<file path="config.mk">
export PLATFORM = sky130hd
export DESIGN_NAME = bit_scan_dispatcher
export DESIGN_NICKNAME = d
export VERILOG_FILES = /design/src/rtl/bit_scan_dispatcher.sv
export SDC_FILE = /design/constraint.sdc
export NUM_CORES = 1
export LEC_CHECK = 0
export BUFFER_PORTS_ARGS = -buffer_cell sky130_fd_sc_hd__buf_2
export CAP_MARGIN = 20
export CORE_MARGIN = 8
export CORE_UTILIZATION = 55
export DETAILED_ROUTE_END_ITERATION = 16
export PLACE_DENSITY_LB_ADDON = 0.12
export SLEW_MARGIN = 20
export SYNTH_ARGS = -nofsm -noshare
export SYNTH_HDL_FRONTEND = slang
export SYNTH_SLANG_ARGS = --single-unit
</file>
<file path="constraint.sdc">
create_clock -name clock -period 4 [get_ports clock]
set_input_delay 0.6 -clock clock [delete_from_list [all_inputs] [get_ports clock]]
set_output_delay 0.6 -clock clock [all_outputs]
set_load 0.01 [all_outputs]
</file>
<file path="src/rtl/bit_scan_dispatcher.sv">
// Set-bit enumerator: takes a word over valid/ready and emits the index of each
// set bit, one per cycle, in LSB-first (or MSB-first) order.
module bit_scan_dispatcher #(
  parameter int WIDTH     = 32,
  parameter int IDX_W     = 5,
  parameter bit MSB_FIRST = 1'b0
) (
  input  logic             clock,
  input  logic             reset_n,
  input  logic             in_valid,
  output logic             in_ready,
  input  logic [WIDTH-1:0] in_word,
  output logic             out_valid,
  input  logic             out_ready,
  output logic [IDX_W-1:0] out_index,
  output logic             out_last,
  output logic             empty_done,
  input  logic             abort
);

  typedef enum logic {IDLE, BUSY} state_t;

  state_t           state_q, state_d;
  logic [WIDTH-1:0] pending_q, pending_d;
  logic             empty_q, empty_d;
  logic [IDX_W-1:0] idx;
  logic             one_left;

  // Later loop iterations win, so the loop direction picks the scan order.
  always_comb begin
    idx = '0;
    if (MSB_FIRST) begin
      for (int i = 0; i < WIDTH; i++)
        if (pending_q[i]) idx = IDX_W'(i);
    end else begin
      for (int i = WIDTH-1; i >= 0; i--)
        if (pending_q[i]) idx = IDX_W'(i);
    end
  end

  assign one_left = (|pending_q) && ((pending_q & (pending_q - WIDTH'(1))) == '0);

  always_comb begin
    state_d   = state_q;
    pending_d = pending_q;
    empty_d   = 1'b0;
    case (state_q)
      IDLE: begin
        if (in_valid) begin
          if (|in_word) begin
            pending_d = in_word;
            state_d   = BUSY;
          end else begin
            empty_d = 1'b1;
          end
        end
      end
      BUSY: begin
        // A transfer coinciding with abort still completes; nothing to undo.
        if (abort) begin
          pending_d = '0;
          state_d   = IDLE;
        end else if (out_ready) begin
          pending_d = pending_q & ~(WIDTH'(1) << idx);
          if (one_left) state_d = IDLE;
        end
      end
      default: state_d = IDLE;
    endcase
  end

  always_ff @(posedge clock or negedge reset_n) begin
    if (!reset_n) begin
      state_q   <= IDLE;
      pending_q <= '0;
      empty_q   <= 1'b0;
    end else begin
      state_q   <= state_d;
      pending_q <= pending_d;
      empty_q   <= empty_d;
    end
  end

  assign in_ready   = (state_q == IDLE);
  assign out_valid  = (state_q == BUSY);
  assign out_index  = out_valid ? idx : '0;
  assign out_last   = out_valid & one_left;
  assign empty_done = empty_q;

endmodule

</file>
# == Yosys cells after proc, flatten, opt, wreduce, memory -nomap -nowiden ==
# Cells that the tools add are included.
# Widths: inputs -> output; s select.
# word_totals
register_bits,34
output_inout_bits,9
elab_cells,65
# op_classes
addsub,1
eq_ne,3
n_shift,1
mux,47
n_bitwise,5
n_reduce_logical,5
# ops
operator,count
$mux 5,33
$mux 32,4
$and 32x32->32,2
$pmux 32 s2,1
$reduce_or 32->1,2
$logic_not 32->1,1
$not 32->32,1
$shl 1x5->32 const A,1
$sub 32x1->32 const B,1
$mux 1,8
$ne 3x3->1 const B,1
$reduce_and 3->1,1
$ne 2x1->1 const B,1
$ne 2x2->1 const B,1
$pmux 1 s2,1
$and 1x1->1,1
$logic_and 1x1->1,1
$not 1->1,1

# == Depth between registers and ports, before layout ==
# logic_depth
depth_word,38
ltp_mapped,8
mapped_depth_nobuf,6

# == Worst setup path after synthesis ==
# OpenSTA, ideal clock, no wires.
# synth_path
path_type,register to output
from,register pending_q[3]
to,output out_last
t_arrival_ns,2.729
path_slack_ns,0.671
path_stages_with_launch,9
cell_sequence,dfrtp_1 > buf_6 > or4_4 > buf_6 > or4_4 > maj3_2 > o22a_1 > or4_1 > nor4_2
# synth_between
elab_chain_len,5
word_cells_on_any_way,6
cone_classes,add/sub (1); bitwise (2); reduce/logical (3)
# synth_lines
element,line,text
from (decl),24,"logic [WIDTH-1:0] pending_q, pending_d;"
from (signal assigned),79,pending_q <= pending_d;
$sub 32x1->32,41,assign one_left = (|pending_q) && ((pending_q & (pending_q - WIDTH'(1))) == '0);
$and 32x32->32,41,
$logic_not 32->1,41,
$logic_and 1x1->1 (*),41,
$and 1x1->1 (*),87,assign out_last = out_valid & one_left;
to (decl),16,"output logic out_last,"
# Mark *: on every way between the ends. The rest lies on a longest branch, timed or not.

# == Final worst setup path ==
# layout_path
from,register pending_q[0]
to,output out_last
# The elaborated chain is that of the path after synthesis.

==> results_dict.tcl <==
set metrics [dict create \
    outcome "complete, no violations" \
    grt_start_max_net_pins 55 \
    dp.final_hpwl_um 6470 \
    clock_power_share_pct 18.8 \
    fmax_mhz 264 \
    instances_no_fill 416 \
    setup_viol 0 \
    seqPwrFrac_pct 39.5 \
    start_kind "register" \
    fill_cells 410 \
    avgSynthCellArea_sq_um 7.86 \
    drtPass1Iterations 7 \
    vias_per_cell 7.20 \
    die_w_um 85.0 \
    fin_nets 398 \
    clk-insertion-delay-late_ns 0.29 \
    clock_sinks 34 \
    skew_ns 0.00803 \
    synth-seq-cells 34 \
    slew_headroom_pct 36.8 \
    pwr-share-comb_pct 41.7 \
    min_period_ns 3.79 \
    grt_setup_unrepaired "no" \
    syn_inst 333 \
    endpoint_kind "primary output" \
    syn_to_final_growth_pct 15.6 \
    grt_overflow 0 \
    cp_common_cell "or4_4" \
    routed_wl_um 8820 \
    portBuffers 45 \
    start_util_pct 56.1 \
    grt_usage_pct 24.4 \
    slowest_delay_ns 0.62 \
    design.core.area_sq_um 4660 \
    yosys_warnings 0 \
    grt_pass1_vias 2669 \
    synth-main-ff-cell "dfrtp_1" \
    drive_above_1_share_pct 20.7 \
    cts.clk_slew.worst_paths_ns 0.08 \
    regArea_sq_um 851 \
    ctsLongestPathBuffers 2 \
    antenna_cells 0 \
    synthesis.area_sq_um 2620 \
    die_h_um 85.0 \
    cts_buffers 5 \
    cts_root_buffer "clkbuf_8" \
    crit_required_ns 3.40 \
    synth_fp_nets 370 \
    final.setup.tns_ns 0 \
    vias 2994 \
    drc_errors 0 \
    place_congestion 0.951 \
    grt_pass1_wl_um 14100 \
    dp_slack_ns 0.566 \
    min_path_type "in -> async" \
    maxSlewViolCount 0 \
    htreeDepth 2 \
    swShare_pct 47.6 \
    arrival_ns 3.19 \
    design_power_total_mw 2.09 \
    io-pin-count 46 \
    irDropWorstVdd_v 0.000439 \
    cp_slowest_cell "or4_4" \
    hold_viol_final 0 \
    synth_edf_count 0 \
    die-area_sq_um 7220 \
    fin_crit_sh_pct 94.8 \
    final_util_pct 64.9 \
    p_per_area_nw_per_um2 690 \
    worst_pin_slew_ns 0.940 \
    antenna_found_initial 0 \
    cts_tree "yes" \
    multi_input_area_sq_um 1640 \
    ant_nets 0 \
    yosysSeqAreaShare_pct 32.5 \
    critPathMaxFanout 11 \
    drv_cap 0 \
    synthArstFlopShare_pct 100 \
    layout_setup_ws_ns 0.209 \
    power.internal_mw 1.09 \
    wire_per_inst_um 21.2 \
    dp.cells 407 \
    crit_chain "or4_4 > or4_4 > maj3_2 > o22a_1 > or4_1 > nor4_2 > buf_2" \
    power.leakage_nw 1.13 \
    power_switching_uw 993 \
    num_rows 25 \
    crit_type "reg -> out" \
    drtIter0Drc 262 \
    yosysUniqueCellTypes 51 \
]
-- kinds of logic after synthesis --
kind of cell	share of synthesized area, %
AND/OR/NAND/NOR	26.5
AO/OA/AOI/OAI	33.6
adder cells (fa/ha/maj)	1.20
buffers and inverters	6.17
flip-flops	32.5
-- sequential cells by signal, summed over array words and instances, names as in the netlist --
name and flops:
pending_q 32, out_valid 1, empty_done 1
-- stage by stage --
stage                     instance area (sq um)  hold slack (ns)
after global routing                       3020            0.455
after floorplan                            2620            0.304
after detailed placement                   2850            0.620
after CTS                                  2980            0.415
final                                      3020            0.389
after global placement                     2850            0.612
-- final cells by class --
class | count | share of cell area, %
Tap cell | 54 | 2.23
Multi-Input combinational cell | 260 | 54.2
Timing Repair Buffer | 52 | 9.85
Inverter | 8 | 0.993
Clock buffer | 5 | 2.28
Clock inverter | 3 | 2.28
Sequential cell | 34 | 28.1
-- worst max-delay path, delay by kind of cell, from the launching register on --
| family | cells | cell delay (ns) |
|---|---|---|
| AOI/OAI and AO/OA | 1 | 0.20 |
| adders and majority gates | 1 | 0.31 |
| buffers and inverters | 1 | 0.17 |
| DFF | 1 | 0.50 |
| and+or+nand+nor | 4 | 1.72 |
-- per-layer routing --
metal	vias up	track usage, %	wire length (um)	share of wire (%)
li1	1387	-	-	-
met1	1430	33.9	3870	44
met2	160	36.3	3920	44
met3	17	3.96	795	9.0
met4	0	10.0	243	2.8
met5	-	0	0	0
-- final timing paths --
| check | from | endpoint | slack (ns) | depth (start not counted) |
|---|---|---|---|---|
| worst min-delay path | reset_n | pending_q[29] | 0.39 | 1 |
| worst max register to register | pending_q[11] | pending_q[23] | 1.11 | 6 |
| min in group clock | in_word[1] | pending_q[1] | 0.52 | 3 |
| worst max-delay path | pending_q[0] | out_last | 0.21 | 7 |
| worst min register to register | pending_q[31] | pending_q[31] | 0.65 | 2 |
| max in group asynchronous | reset_n | pending_q[7] | 3.10 | 1 |
-- Yosys cell counts (all sizes together) (2+ instances only) --
library cell / n / share of area, %
nand2: 37 / 5.3
dfrtp: 34 / 33
o21ai: 34 / 6.5
clkbuf: 28 / 4.0
nor4: 26 / 6.7
a32oi: 25 / 8.4
nor2: 25 / 3.6
a21oi: 16 / 3.1
nor3: 11 / 2.1
or4: 10 / 3.2
inv: 8 / 1.1
a221oi: 5 / 1.7
nand3: 5 / 0.96
o31ai: 5 / 1.4
a211oi: 4 / 1.1
o211ai: 4 / 1.1
or3: 4 / 0.96
a2111oi: 3 / 1.0
a31oi: 3 / 0.72
a32o: 3 / 1.1
and4: 3 / 1.0
buf: 3 / 1.0
maj3: 3 / 1.2
o41ai: 3 / 1.0
or2: 3 / 0.72
a21o: 2 / 0.57
a22oi: 2 / 0.57
nand2b: 2 / 0.48
nand4: 2 / 0.48
nor2b: 2 / 0.48
o21a: 2 / 0.57
o221ai: 2 / 0.67
o22a: 2 / 0.67
o22ai: 2 / 0.48
-- power groups by stage --
stage / clock, mW / combinational, mW / sequential [mW]
2_1_floorplan: 0 / 0.794 / 0.568
3_3_place_gp: 0 / 0.825 / 0.805
3_5_place_dp: 0 / 0.829 / 0.812
4_1_cts: 0.392 / 0.837 / 0.804
5_1_grt: 0.402 / 0.961 / 0.856
6_report: 0.392 / 0.871 / 0.824
-- placed cells by master (no fill, tap or decap), types with 4 or more instances in the layout --
cell type	Yosys	layout
inv_1	7	7
o31ai_1	5	5
a21oi_1	16	14
o211ai_1	4	4
buf_2	0	45
nor2_1	25	25
dfrtp_1	34	34
nor4_1	24	23
or4_1	8	8
a221oi_1	5	5
nor3_1	11	11
or3_1	4	4
clkbuf_8	0	5
o21ai_0	33	33
nand2_1	37	37
a211oi_1	4	4
nand3_1	5	5
buf_4	0	6
a32oi_1	25	25
-- repair_timing --
item,4_1_cts,5_1_grt
setup endpoints to repair,0,1
hold buffers,0,0
gates resized for setup,0,2
setup buffers,0,0
No activity file was read; power rests on OpenSTA's default activity.
